### config.mk
export PLATFORM = sky130hd
export DESIGN_NAME = idct_mac8_seq
export DESIGN_NICKNAME = d
export VERILOG_FILES = /design/src/rtl/idct_mac8_seq.sv
export SDC_FILE = /design/constraint.sdc
export NUM_CORES = 1
export LEC_CHECK = 0
export BUFFER_PORTS_ARGS = -buffer_cell sky130_fd_sc_hd__buf_2
export CAP_MARGIN = 0
export CELL_PAD_IN_SITES_DETAIL_PLACEMENT = 0
export CELL_PAD_IN_SITES_GLOBAL_PLACEMENT = 1
export CORE_MARGIN = 5
export CORE_UTILIZATION = 35
export DETAILED_ROUTE_END_ITERATION = 10
export PLACE_DENSITY_LB_ADDON = 0.1
export SYNTH_ARGS = -nofsm -noshare
export SYNTH_HDL_FRONTEND = slang
export SYNTH_SLANG_ARGS = --single-unit
### constraint.sdc
create_clock -name clk -period 20.2 [get_ports clk]
set_input_delay 0 -clock clk [delete_from_list [all_inputs] [get_ports clk]]
set_output_delay 0 -clock clk [all_outputs]
set_load 0.05 [all_outputs]
### src/rtl/idct_mac8_seq.sv
// -----------------------------------------------------------------------------
// idct_mac8_seq
//
// Serial 8-point inverse DCT for one row. The block takes eight 2's-complement
// coefficients X[0..7] one at a time and stores them. It then rebuilds each
// spatial sample x[k] with one multiply-accumulate per cycle against a fixed
// 8-bit cosine table (scale 2^FRAC). Samples leave one at a time, in order
// k = 0..7, through a valid/ready handshake.
//
// Ports:
//   clk        rising-edge clock
//   rst_n      asynchronous active-low reset
//   in_valid   coefficient valid
//   in_ready   block can accept a coefficient (high only while loading)
//   in_coef    coefficient X[n], n = arrival order 0..7
//   out_valid  sample valid; held until accepted
//   out_ready  downstream accepts sample
//   out_pix    reconstructed sample x[k]
//   out_last   high together with out_valid for x[7]
// -----------------------------------------------------------------------------
module idct_mac8_seq #(
    parameter int COEF_W = 12,
    parameter int OUT_W  = 14,
    parameter int FRAC   = 7
) (
    input  logic                     clk,
    input  logic                     rst_n,
    input  logic                     in_valid,
    output logic                     in_ready,
    input  logic signed [COEF_W-1:0] in_coef,
    output logic                     out_valid,
    input  logic                     out_ready,
    output logic signed [OUT_W-1:0]  out_pix,
    output logic                     out_last
);

    localparam int CW     = 8;
    localparam int PROD_W = COEF_W + CW;
    // The sum of |C(k,n)| over a row is 337 < 2^9, so 3 growth bits above one
    // full-scale product are enough for eight products.
    localparam int ACC_W  = PROD_W + 3;
    localparam logic signed [ACC_W-1:0] HALF = ACC_W'(1 << (FRAC - 1));

    typedef enum logic [1:0] {S_LOAD, S_MAC, S_OUT} state_t;

    state_t                    state;
    logic [2:0]                n_cnt;
    logic [2:0]                k_cnt;
    logic signed [ACC_W-1:0]   acc;
    logic signed [COEF_W-1:0]  coef_buf [8];

    logic signed [CW-1:0]      cos_w;
    logic signed [PROD_W-1:0]  prod;
    logic signed [ACC_W-1:0]   mac_sum;

    // First quarter-wave of 64*cos(m*pi/16), m = 0..8.
    function automatic logic signed [CW-1:0] cos_t(input logic [3:0] i);
        case (i)
            4'd0:    return 8'sd64;
            4'd1:    return 8'sd63;
            4'd2:    return 8'sd59;
            4'd3:    return 8'sd53;
            4'd4:    return 8'sd45;
            4'd5:    return 8'sd36;
            4'd6:    return 8'sd24;
            4'd7:    return 8'sd12;
            default: return 8'sd0;
        endcase
    endfunction

    // C(k,n): the DC column uses 45 (64/sqrt2). Every other entry folds the
    // phase m = (2k+1)*n mod 32 back onto the quarter-wave table.
    function automatic logic signed [CW-1:0] cos_c(input logic [2:0] k,
                                                   input logic [2:0] n);
        logic [6:0]           phase;
        logic [4:0]           m;
        logic [4:0]           idx;
        logic signed [CW-1:0] c;
        phase = {3'b000, k, 1'b1} * {4'b0000, n};
        m     = phase[4:0];
        idx   = 5'd0;
        if (n == 3'd0) begin
            c = 8'sd45;
        end else if (m <= 5'd8) begin
            c = cos_t(m[3:0]);
        end else if (m <= 5'd16) begin
            idx = 5'd16 - m;
            c   = -cos_t(idx[3:0]);
        end else if (m <= 5'd24) begin
            idx = m - 5'd16;
            c   = -cos_t(idx[3:0]);
        end else begin
            idx = 5'd0 - m;             // 32 - m, modulo 32
            c   = cos_t(idx[3:0]);
        end
        return c;
    endfunction

    // Round half up, then drop the table scale. The output width always holds
    // the result (|x| <= 5392), so the truncation loses no information.
    function automatic logic signed [OUT_W-1:0] round_out(
        input logic signed [ACC_W-1:0] s);
        logic signed [ACC_W-1:0] r;
        r = (s + HALF) >>> FRAC;
        return r[OUT_W-1:0];
    endfunction

    assign in_ready = (state == S_LOAD);

    // MAC datapath: product of the current coefficient and cosine, added to acc
    always_comb begin
        cos_w   = cos_c(k_cnt, n_cnt);
        prod    = coef_buf[n_cnt] * cos_w;
        mac_sum = acc + $signed({{(ACC_W-PROD_W){prod[PROD_W-1]}}, prod});
    end

    always_ff @(posedge clk or negedge rst_n) begin
        if (!rst_n) begin
            state     <= S_LOAD;
            n_cnt     <= 3'd0;
            k_cnt     <= 3'd0;
            acc       <= '0;
            out_valid <= 1'b0;
            out_pix   <= '0;
            out_last  <= 1'b0;
            for (int i = 0; i < 8; i++) coef_buf[i] <= '0;
        end else begin
            case (state)
                S_LOAD: begin
                    if (in_valid) begin
                        coef_buf[n_cnt] <= in_coef;
                        n_cnt           <= n_cnt + 3'd1;   // wraps to 0 after X[7]
                        if (n_cnt == 3'd7) begin
                            k_cnt <= 3'd0;
                            acc   <= '0;
                            state <= S_MAC;
                        end
                    end
                end

                S_MAC: begin
                    acc   <= mac_sum;
                    n_cnt <= n_cnt + 3'd1;
                    // Output register stage: last product is folded in directly
                    if (n_cnt == 3'd7) begin
                        out_pix   <= round_out(mac_sum);
                        out_valid <= 1'b1;
                        out_last  <= (k_cnt == 3'd7);
                        state     <= S_OUT;
                    end
                end

                S_OUT: begin
                    if (out_ready) begin
                        out_valid <= 1'b0;
                        out_last  <= 1'b0;
                        n_cnt     <= 3'd0;
                        acc       <= '0;
                        if (k_cnt == 3'd7) begin
                            k_cnt <= 3'd0;
                            state <= S_LOAD;
                        end else begin
                            k_cnt <= k_cnt + 3'd1;
                            state <= S_MAC;
                        end
                    end
                end

                default: state <= S_LOAD;
            endcase
        end
    end

endmodule

==> reports/qor.yml, run 1 <==
status:
  status: "finished clean"
floorplanning:
  die_w_um: 194
  start_util_pct: 35.4
  core_area_um2: 33500
  die_h_um: 194
  rows: 67
  io_pins: 33
  die-area_um2: 37700
global_route:
  grt_max_degree: 80
  track_usage_pct: 16.9
  grt_antenna_before_repair: 0
  overflow: 0
  grt_pass1_vias: 9111
  grt_pass1_wl_um: 50900
setup_path:
  cpPeakStageDelay_ns: 0.63
  required_ns: 20.58
  setup.worst_path.end_class: "flop"
  ff2ff_path_depth: 32
  crit_top_cell: "fa_1"
  critPathBufInv: 6
  arrival_ns: 10.71
  cp-startpoint: "n_cnt[0]$_DFFE_PN0P_"
  critPathLaunchType: "flop"
  crit_family: "adder cells"
  worstSetupPathType: "reg2reg"
  cpMaxStageDelayCell: "ha_1"
  timing.rr.start: "n_cnt[0]$_DFFE_PN0P_"
  rrSetupSlack_ns: 9.87
  cp.depth: 32
  endpoint: "out_pix[13]$_DFFE_PN0P_"
  r2r-end: "out_pix[13]$_DFFE_PN0P_"
  path_max_fanout: 38
final_layout:
  num_antenna_cells: 0
  finish.utilization_pct: 39.5
  final_common_cell: "dfrtp_1"
  nNetsFinal: 1346
  postLayoutCellArea_um2: 13300
  area_growth_pct: 11.7
  layout_common_cells: "141 x dfrtp_1, 108 x fa_1, 104 x mux2_2"
  layout-drive-gt1-share_pct: 19.2
cts:
  cts_buffer_depth: 2
  clk_pin_slew_worst_paths_ns: 0.07
  root_buffer: "clkbuf_16"
  cts_made_buffers: 17
  clkLatencyLatePin_ns: 0.44
  clkSinkCount: 141
  cts_max_level: 4
  cts_tree: "done"
yosys:
  synth_simple_gate_area_share_pct: 12.5
  synth-main-ff-cell: "dfrtp_1"
  muxShareOfSynthArea_pct: 13.9
  synth-compound-area-share_pct: 11.2
  ys_ff_latch: 141
  synth-seq-area-share_pct: 29.7
  yosysWarnings: 0
  synth_fa_ha_area_share_pct: 24.7
  synth_cells: 1128
  synth_edf_count: 0
  ys_types: 86
  synthXorXnorAreaFrac_pct: 2.90
  synth_top_family_by_area: "adder cells"
  synth_fp_nets: 1314
  synthArstFlopShare_pct: 100
  syn_avg_cell_area_um2: 10.5
  syn_area_um2: 11900
sta:
  slew_headroom_pct: 32.0
  finalSetupViolCount: 0
  tightest_slew_ns: 1.02
  skew_ns: 0.0137
  setup_tns_ns: 0
  rsz0062_at_grt: "false"
  max_freq_mhz: 96.8
  finalHoldViolCount: 0
  setup_slack_ns: 9.87
  drv_slew: 0
  period_share_pct: 51.2
  fin_crit_ns: 10.33
detailed_routing:
  vias_per_cell: 5.21
  vias: 8448
  wl_per_cell_um: 18.9
  drc: 0
  drt_wl_total_um: 30600
  first_pass_iters: 7
  drtIter0Drc: 469
  ant_nets: 0
place:
  gp_congestion: 0.848
  place_hpwl_um: 22500
  numPortBuffers: 32
  dpl_cell_area_um2: 12500
  post-place-ws_ns: 9.87
min_path:
  min_path_type: "in2reg"
  min_path_cells: 4
run:
  cap_violations: 0
## metal layers
layer	up-vias	part of all wire (%)	GRT usage, %	wire (um)
li1	3950	-	-	-
met1	4346	48	23.7	14600
met2	119	48	27.4	14600
met3	33	2.5	2.31	753
met4	0	2.2	5.18	673
met5	-	0	0	0
## flip-flops by register name, indices dropped and copies added (netlist names)
name	count
acc	21
coef_buf	96
k_cnt	3
n_cnt	3
out_last	1
out_pix	14
out_valid	1
state	2
## Yosys cell counts (7+ instances only)
cell type  count  area share (%)
nor2b_1       11            0.58
o211ai_1       7            0.44
inv_1        102             3.2
mux2_2       104             9.9
mux2i_1       12             1.0
buf_1          8            0.25
nand3_1       24             1.0
o22ai_1       13            0.68
ha_1          62             6.5
nor2_1        98             3.1
o21ai_0       39             1.6
dfrtp_1      141              30
a21oi_1       37             1.6
and2_1        11            0.58
nand2b_1      25             1.3
buf_2         13            0.55
a22o_1        16             1.2
fa_1         108              18
xnor2_1       24             1.8
xor2_1         9            0.66
mux4_2        16             3.0
nor3_1        10            0.42
nand2_1       93             2.9
clkbuf_1      25            0.79
## kinds of logic (layout without fill, tap and decap cells)
kind of cell / count (synthesis) / in the layout
flops: 141 / 141
mux: 132 / 132
fa+ha+maj: 170 / 170
simple gates: 312 / 312
xor+xnor: 36 / 36
compound gates: 184 / 184
buf+inv: 153 / 198
## metrics by stage
step           cells  hold slack, ns
3_3_place_gp    1575          0.0704
2_1_floorplan   1128          -0.296
6_report        1621          0.0386
5_1_grt         1621          0.0354
4_1_cts         1621          0.0232
3_5_place_dp    1575          0.0702
## repair_timing
action | in CTS | in global routing
hold buffers | 14 | 0
gates resized for setup | 0 | 0
hold endpoints to repair | 160 | 0
buffers inserted | 0 | 0
## final cells by class
cell class / count / area, um2
clock buffer: 17 / 425
clock inverter: 15 / 173
fill: 3410 / 20300
inverter: 105 / 394
multi-input combinational: 834 / 7760
sequential: 141 / 3530
tap: 448 / 561
timing repair buffer: 61 / 419
## worst min-delay path: stages
cell	delay, ns
buf_2	0.16
nand2_1	0.09
o21a_1	0.12
o22ai_1	0.06
## worst min path at each step
stage,from,endpoint,slack (ns)
final,in_valid,state[0]$_DFFE_PN0P_,0.04
after detailed placement,rst_n,coef_buf[84]$_DFFE_PN0P_,0.07
after global routing,in_valid,state[0]$_DFFE_PN0P_,0.04
after floorplan,rst_n,acc[0]$_DFFE_PN0P_,-0.30
after global placement,rst_n,n_cnt[0]$_DFFE_PN0P_,0.07
after CTS,in_valid,state[0]$_DFFE_PN0P_,0.02
Power of run 1 is not shown: default switching activity piles up to over one toggle a cycle in this logic, so the estimate is an artifact.
==> run 2, diff against run 1 <==
- ABC_AREA: default -> 1
- clock period: 20.2 -> 9.1 ns (I/O delays scaled with it)
==> run 2 against run 1 <==
  * Clock-buffer cell count increased by 2
  * Utilization increased by 0.22 points
  * Register-to-register slack got worse by 9.1 ns
  * Die area decreased by 1.6%
  * Highest routed layer unchanged
==> reports/qor.yml, run 2 <==
status:
  status: "finished clean"
floorplanning:
  rows: 66
  die-area_um2: 37100
  start_util_pct: 35.7
  core_area_um2: 32700
  io_pins: 33
  die_h_um: 193
  die_w_um: 193
yosys:
  ys_types: 43
  syn_avg_cell_area_um2: 8.04
  synth_fa_ha_area_share_pct: 25.2
  ys_ff_latch: 141
  synth_edf_count: 0
  synth_simple_gate_area_share_pct: 22.2
  synth.area.top_cells: "dfrtp_1 30%, fa_1 19%, nand2_1 12%"
  syn_area_um2: 11700
  synth-main-ff-cell: "dfrtp_1"
  synth_cells: 1452
  yosysWarnings: 0
  synth_top_family_by_area: "adder cells"
  muxShareOfSynthArea_pct: 0
  yosysMostFrequentCell: "nand2_1"
  synth_top_area_cell: "dfrtp_1"
  synth_common_cells: "381 x nand2_1, 223 x inv_1, 141 x dfrtp_1"
  synthArstFlopShare_pct: 100
  synth_fp_nets: 1638
  synth-compound-area-share_pct: 11.2
  synth-seq-area-share_pct: 30.2
  synthXorXnorAreaFrac_pct: 1.78
  post-synth-top-area-fraction_pct: 30.2
cts:
  root_buffer: "clkbuf_16"
  cts_max_level: 4
  clkSinkCount: 141
  clkLatencyLatePin_ns: 0.44
  clk_pin_slew_worst_paths_ns: 0.06
  cts_made_buffers: 17
  cts_tree: "done"
  cts_buffer_depth: 2
sta:
  slew_headroom_pct: 26.8
  setup_tns_ns: 0
  drv_slew: 0
  fin_crit_ns: 8.32
  skew_ns: 0.0105
  max_freq_mhz: 120
  finalHoldViolCount: 0
  finalSetupViolCount: 0
  rsz0062_at_grt: "false"
  setup_slack_ns: 0.782
  tightest_slew_ns: 1.10
  period_share_pct: 91.4
place:
  gp_congestion: 0.830
  numPortBuffers: 32
  dpl_cell_area_um2: 12200
  place_hpwl_um: 25200
  post-place-ws_ns: 0.405
detailed_routing:
  vias_per_cell: 4.87
  drc: 0
  drtIter0Drc: 531
  drt_wl_total_um: 33300
  vias: 9443
  wl_per_cell_um: 17.2
  first_pass_iters: 5
  ant_nets: 0
min_path:
  min_path_type: "in2async"
final_layout:
  area_growth_pct: 11.4
  layout-drive-gt1-share_pct: 8.96
  postLayoutCellArea_um2: 13000
  nNetsFinal: 1669
  final_common_cell: "nand2_1"
  layout_common_cells: "381 x nand2_1, 223 x inv_1, 140 x dfrtp_1"
  largest-register: "coef_buf"
  largest_register_ff_count: 96
  nFillCells: 3480
  reg.largest.list: "coef_buf x96, acc x21, out_pix x14"
  finish.utilization_pct: 39.8
  num_antenna_cells: 0
run:
  cap_violations: 0
setup_path:
  required_ns: 9.43
  crit_family: "adder cells"
  critPathLaunchType: "flop"
  cpMaxStageDelayCell: "fa_1"
  cpPeakStageDelay_ns: 0.56
  arrival_ns: 8.65
  crit_top_cell: "nand2_1"
  cp-startpoint: "n_cnt[1]$_DFFE_PN0P_"
  path_max_fanout: 12
  setup.worst_path.end_class: "flop"
  timing.rr.start: "n_cnt[1]$_DFFE_PN0P_"
  worstSetupPathType: "reg2reg"
  critPathBufInv: 8
global_route:
  overflow: 0
  track_usage_pct: 19.3
  grt_max_degree: 87
  grt_antenna_before_repair: 2
  grt_pass1_wl_um: 55200
  grt_pass1_vias: 9793
run 2: cell count changes in the layout (fill, tap and decap cells not counted), moves of 12 or more:
| cell | delta |
|---|---|
| nand3_1 | +25 |
| mux2_2 | -104 |
| mux4_2 | -16 |
| o21ai_0 | +84 |
| nand2_1 | +288 |
| a21oi_1 | +16 |
| nor2_2 | +16 |
| inv_1 | +121 |
| o22ai_1 | +33 |
| mux2i_1 | -12 |
| nand2b_1 | -25 |
| a22o_1 | -16 |
| nand4_1 | +18 |
| xnor2_1 | -17 |
run 2: worst paths after layout:
path | to | slack, ns | cells after the start
max | out_pix[12]$_DFFE_PN0P_ | 0.78 | 42
min | k_cnt[2]$_DFFE_PN0P_ | 0.16 | 2
max reg2reg | out_pix[12]$_DFFE_PN0P_ | 0.78 | 42
min reg2reg | out_pix[0]$_DFFE_PN0P_ | 0.46 | 2
max in group asynchronous | coef_buf[66]$_DFFE_PN0P_ | 7.65 | 3
min in group clk | n_cnt[1]$_DFFE_PN0P_ | 0.18 | 5
run 2: area by class of cell:
type                    count  area (um2)  share of cell area, %
clock buffers              19         443                   3.41
clock inverters            13         154                   1.18
inverters                 232         873                   6.72
multi-input cells        1035        7070                   54.4
flip-flops and latches    141        3530                   27.1
well taps                 442         553                   4.25
repair buffers             56         382                   2.94
run 2: routing by layer:
metal	vias up	global-route usage [%]	routed length, um
li1	4631	-	-
met1	4606	28.8	16600
met2	170	29.0	14700
met3	36	3.18	1320
met4	0	5.46	684
met5	-	0	0
run 2: metrics by stage:
| step | hold WS (ns) | std cells |
|---|---|---|
| after floorplan | -0.296 | 1452 |
| final | 0.165 | 1938 |
| after global routing | 0.284 | 1938 |
| after global placement | 0.160 | 1891 |
| after detailed placement | 0.160 | 1891 |
| after CTS | 0.178 | 1937 |
run 2: logic make-up (layout without fill, tap and decap cells):
group | after synthesis | count (layout)
AND/OR/NAND/NOR | 601 | 601
AO/OA/AOI/OAI | 242 | 242
buffers and inverters | 276 | 320
adder cells (fa/ha/maj) | 170 | 170
flip-flops | 141 | 141
XOR/XNOR | 22 | 22
run 2: timing repair:
item,in CTS,in global routing
setup endpoints to repair,0,10
buffers inserted,0,1
hold buffers,14,0
resized for setup,0,6
endpoints found under the hold margin,184,0
run 2: worst reg2reg max path, delay by kind of cell, from the launching register on:
kind            cells  cell delay (ns)
fa+ha+maj          10             4.29
simple gates       22             2.66
flops               1             0.47
buf+inv             8             0.47
xor+xnor            1             0.26
compound gates      1             0.07
Power of run 2 is left out for the same reason.
==> run 3, diff against run 2 <==
- ABC_AREA: 1 -> default
- CORE_MARGIN: 5 -> default
==> run 3 against run 2 <==
  * Worst setup slack worse by 0.37 ns
  * Utilization rose by 1.0 points
  * Register-to-register slack lost 0.37 ns
  * Global-route usage increased by 0.089 points
  * Sequential share of layout area fell by 1.3 points
  * Wire length fell by 7.0%
  * Clock-buffer cell count shrank 2
  * Die area is 6.5% lower
  * Clock skew hardly changed
==> reports/qor.yml, run 3 (synthesized netlist as in run 1, its figures left out) <==
sta:
  fin_crit_ns: 8.68
  finalHoldViolCount: 0
  period_share_pct: 95.4
  skew_ns: 0.0106
  slew_headroom_pct: 19.3
  max_freq_mhz: 115
  tightest_slew_ns: 1.20
  drv_slew: 0
  finalSetupViolCount: 0
global_route:
  track_usage_pct: 19.4
  grt_pass1_vias: 9005
  overflow: 0
  grt_pass1_wl_um: 50800
  grt_antenna_before_repair: 0
  grt_max_degree: 73
setup_path:
  rrSetupSlack_ns: 0.42
  required_ns: 9.48
  crit_top_cell: "fa_1"
  arrival_ns: 9.06
  setup.worst_path.end_class: "flop"
  path_max_fanout: 8
  timing.rr.start: "k_cnt[0]$_DFFE_PN0P_"
  cpMaxStageDelayCell: "fa_2"
  cpPeakStageDelay_ns: 0.65
  critPathLaunchType: "flop"
  r2r-end: "out_pix[13]$_DFFE_PN0P_"
  ff2ff_path_depth: 31
  worstSetupPathType: "reg2reg"
place:
  place_hpwl_um: 22600
  gp_congestion: 0.803
  numPortBuffers: 32
min_path:
  min_path_type: "in2async"
floorplanning:
  die_h_um: 186
  start_util_pct: 35.5
  die_w_um: 186
  die-area_um2: 34700
  core_area_um2: 33400
  io_pins: 33
  rows: 67
cts:
  cts_made_buffers: 17
  clkSinkCount: 141
  clkLatencyLatePin_ns: 0.44
  clk_pin_slew_worst_paths_ns: 0.07
  cts_buffer_depth: 2
  root_buffer: "clkbuf_16"
  cts_max_level: 4
  cts_tree: "done"
detailed_routing:
  ant_nets: 0
  drc: 0
  first_pass_iters: 5
  vias_per_cell: 5.17
  vias: 8550
  drt_wl_total_um: 31000
  wl_per_cell_um: 18.8
  drtIter0Drc: 418
final_layout:
  num_antenna_cells: 0
  nFillCells: 3291
  layout-drive-gt1-share_pct: 23.4
  multi_input_area_um2: 7890
  reg.largest.list: "coef_buf x96, acc x21, out_pix x14"
  largest_register_ff_count: 96
  finish.utilization_pct: 40.8
  largest-register: "coef_buf"
  final_common_cell: "dfrtp_1"
  nNetsFinal: 1378
  layout_common_cells: "141 x dfrtp_1, 107 x fa_1, 104 x mux2_2"
  register_area_um2: 3530
  area_growth_pct: 14.8
status:
  status: "finished clean"
run:
  cap_violations: 0
==> run 3: repair_timing <==
action	CTS	global route
hold buffers	15	0
setup buffers	0	8
setup endpoints to repair	0	12
endpoints found under the hold margin	170	0
resized for setup	0	29
==> run 3: worst max-delay path: cells and delay by family (launching register included) <==
family,cells,cell delay (ns)
AO/OA/AOI/OAI,9,2.00
adder cells (fa/ha/maj),9,4.25
buffers and inverters,6,0.47
flip-flops,1,0.43
multiplexers,1,0.34
AND/OR/NAND/NOR,6,1.10
==> run 3: worst max path at each step <==
| stage | cells past startpoint | slack [ns] | start | endpoint |
|---|---|---|---|---|
| after floorplan | 39 | 0.03 | n_cnt[0]$_DFFE_PN0P_ | out_pix[13]$_DFFE_PN0P_ |
| after global placement | 30 | 0.06 | k_cnt[0]$_DFFE_PN0P_ | out_pix[13]$_DFFE_PN0P_ |
| after detailed placement | 30 | 0.11 | k_cnt[0]$_DFFE_PN0P_ | out_pix[13]$_DFFE_PN0P_ |
| after CTS | 30 | 0.05 | k_cnt[0]$_DFFE_PN0P_ | out_pix[13]$_DFFE_PN0P_ |
| after global routing | 31 | -0.007 | k_cnt[0]$_DFFE_PN0P_ | out_pix[13]$_DFFE_PN0P_ |
| final | 31 | 0.42 | k_cnt[0]$_DFFE_PN0P_ | out_pix[13]$_DFFE_PN0P_ |
==> run 3: per-stage QoR <==
step,area (um2),std cells,TNS [ns],hold WS (ns),setup WS [ns]
detailed placement,12700,1597,0,0.113,0.112
global placement,12700,1597,0,0.111,0.0570
CTS,13400,1644,0,0.200,0.0530
finish,13600,1653,0,0.176,0.416
global route,13600,1653,-0.00745,0.250,-0.00745
floorplan,11900,1128,0,-0.296,0.0266
==> run 3: routing by layer <==
metal	up-vias	GRT usage (%)	wire, um
met4	0	4.03	342
met3	23	3.15	870
met2	117	32.5	15000
li1	4012	-	-
met1	4398	26.5	14800
met5	-	0	0
==> run 3: final cells by class <==
type	count	share of cell area, %
clock buffer	17	3.12
clock inverter	15	1.28
inverter	105	2.91
multi-input combinational	834	57.8
sequential	141	25.9
tap	448	4.11
timing repair buffer	93	4.86
Power of run 3 is left out for the same reason.
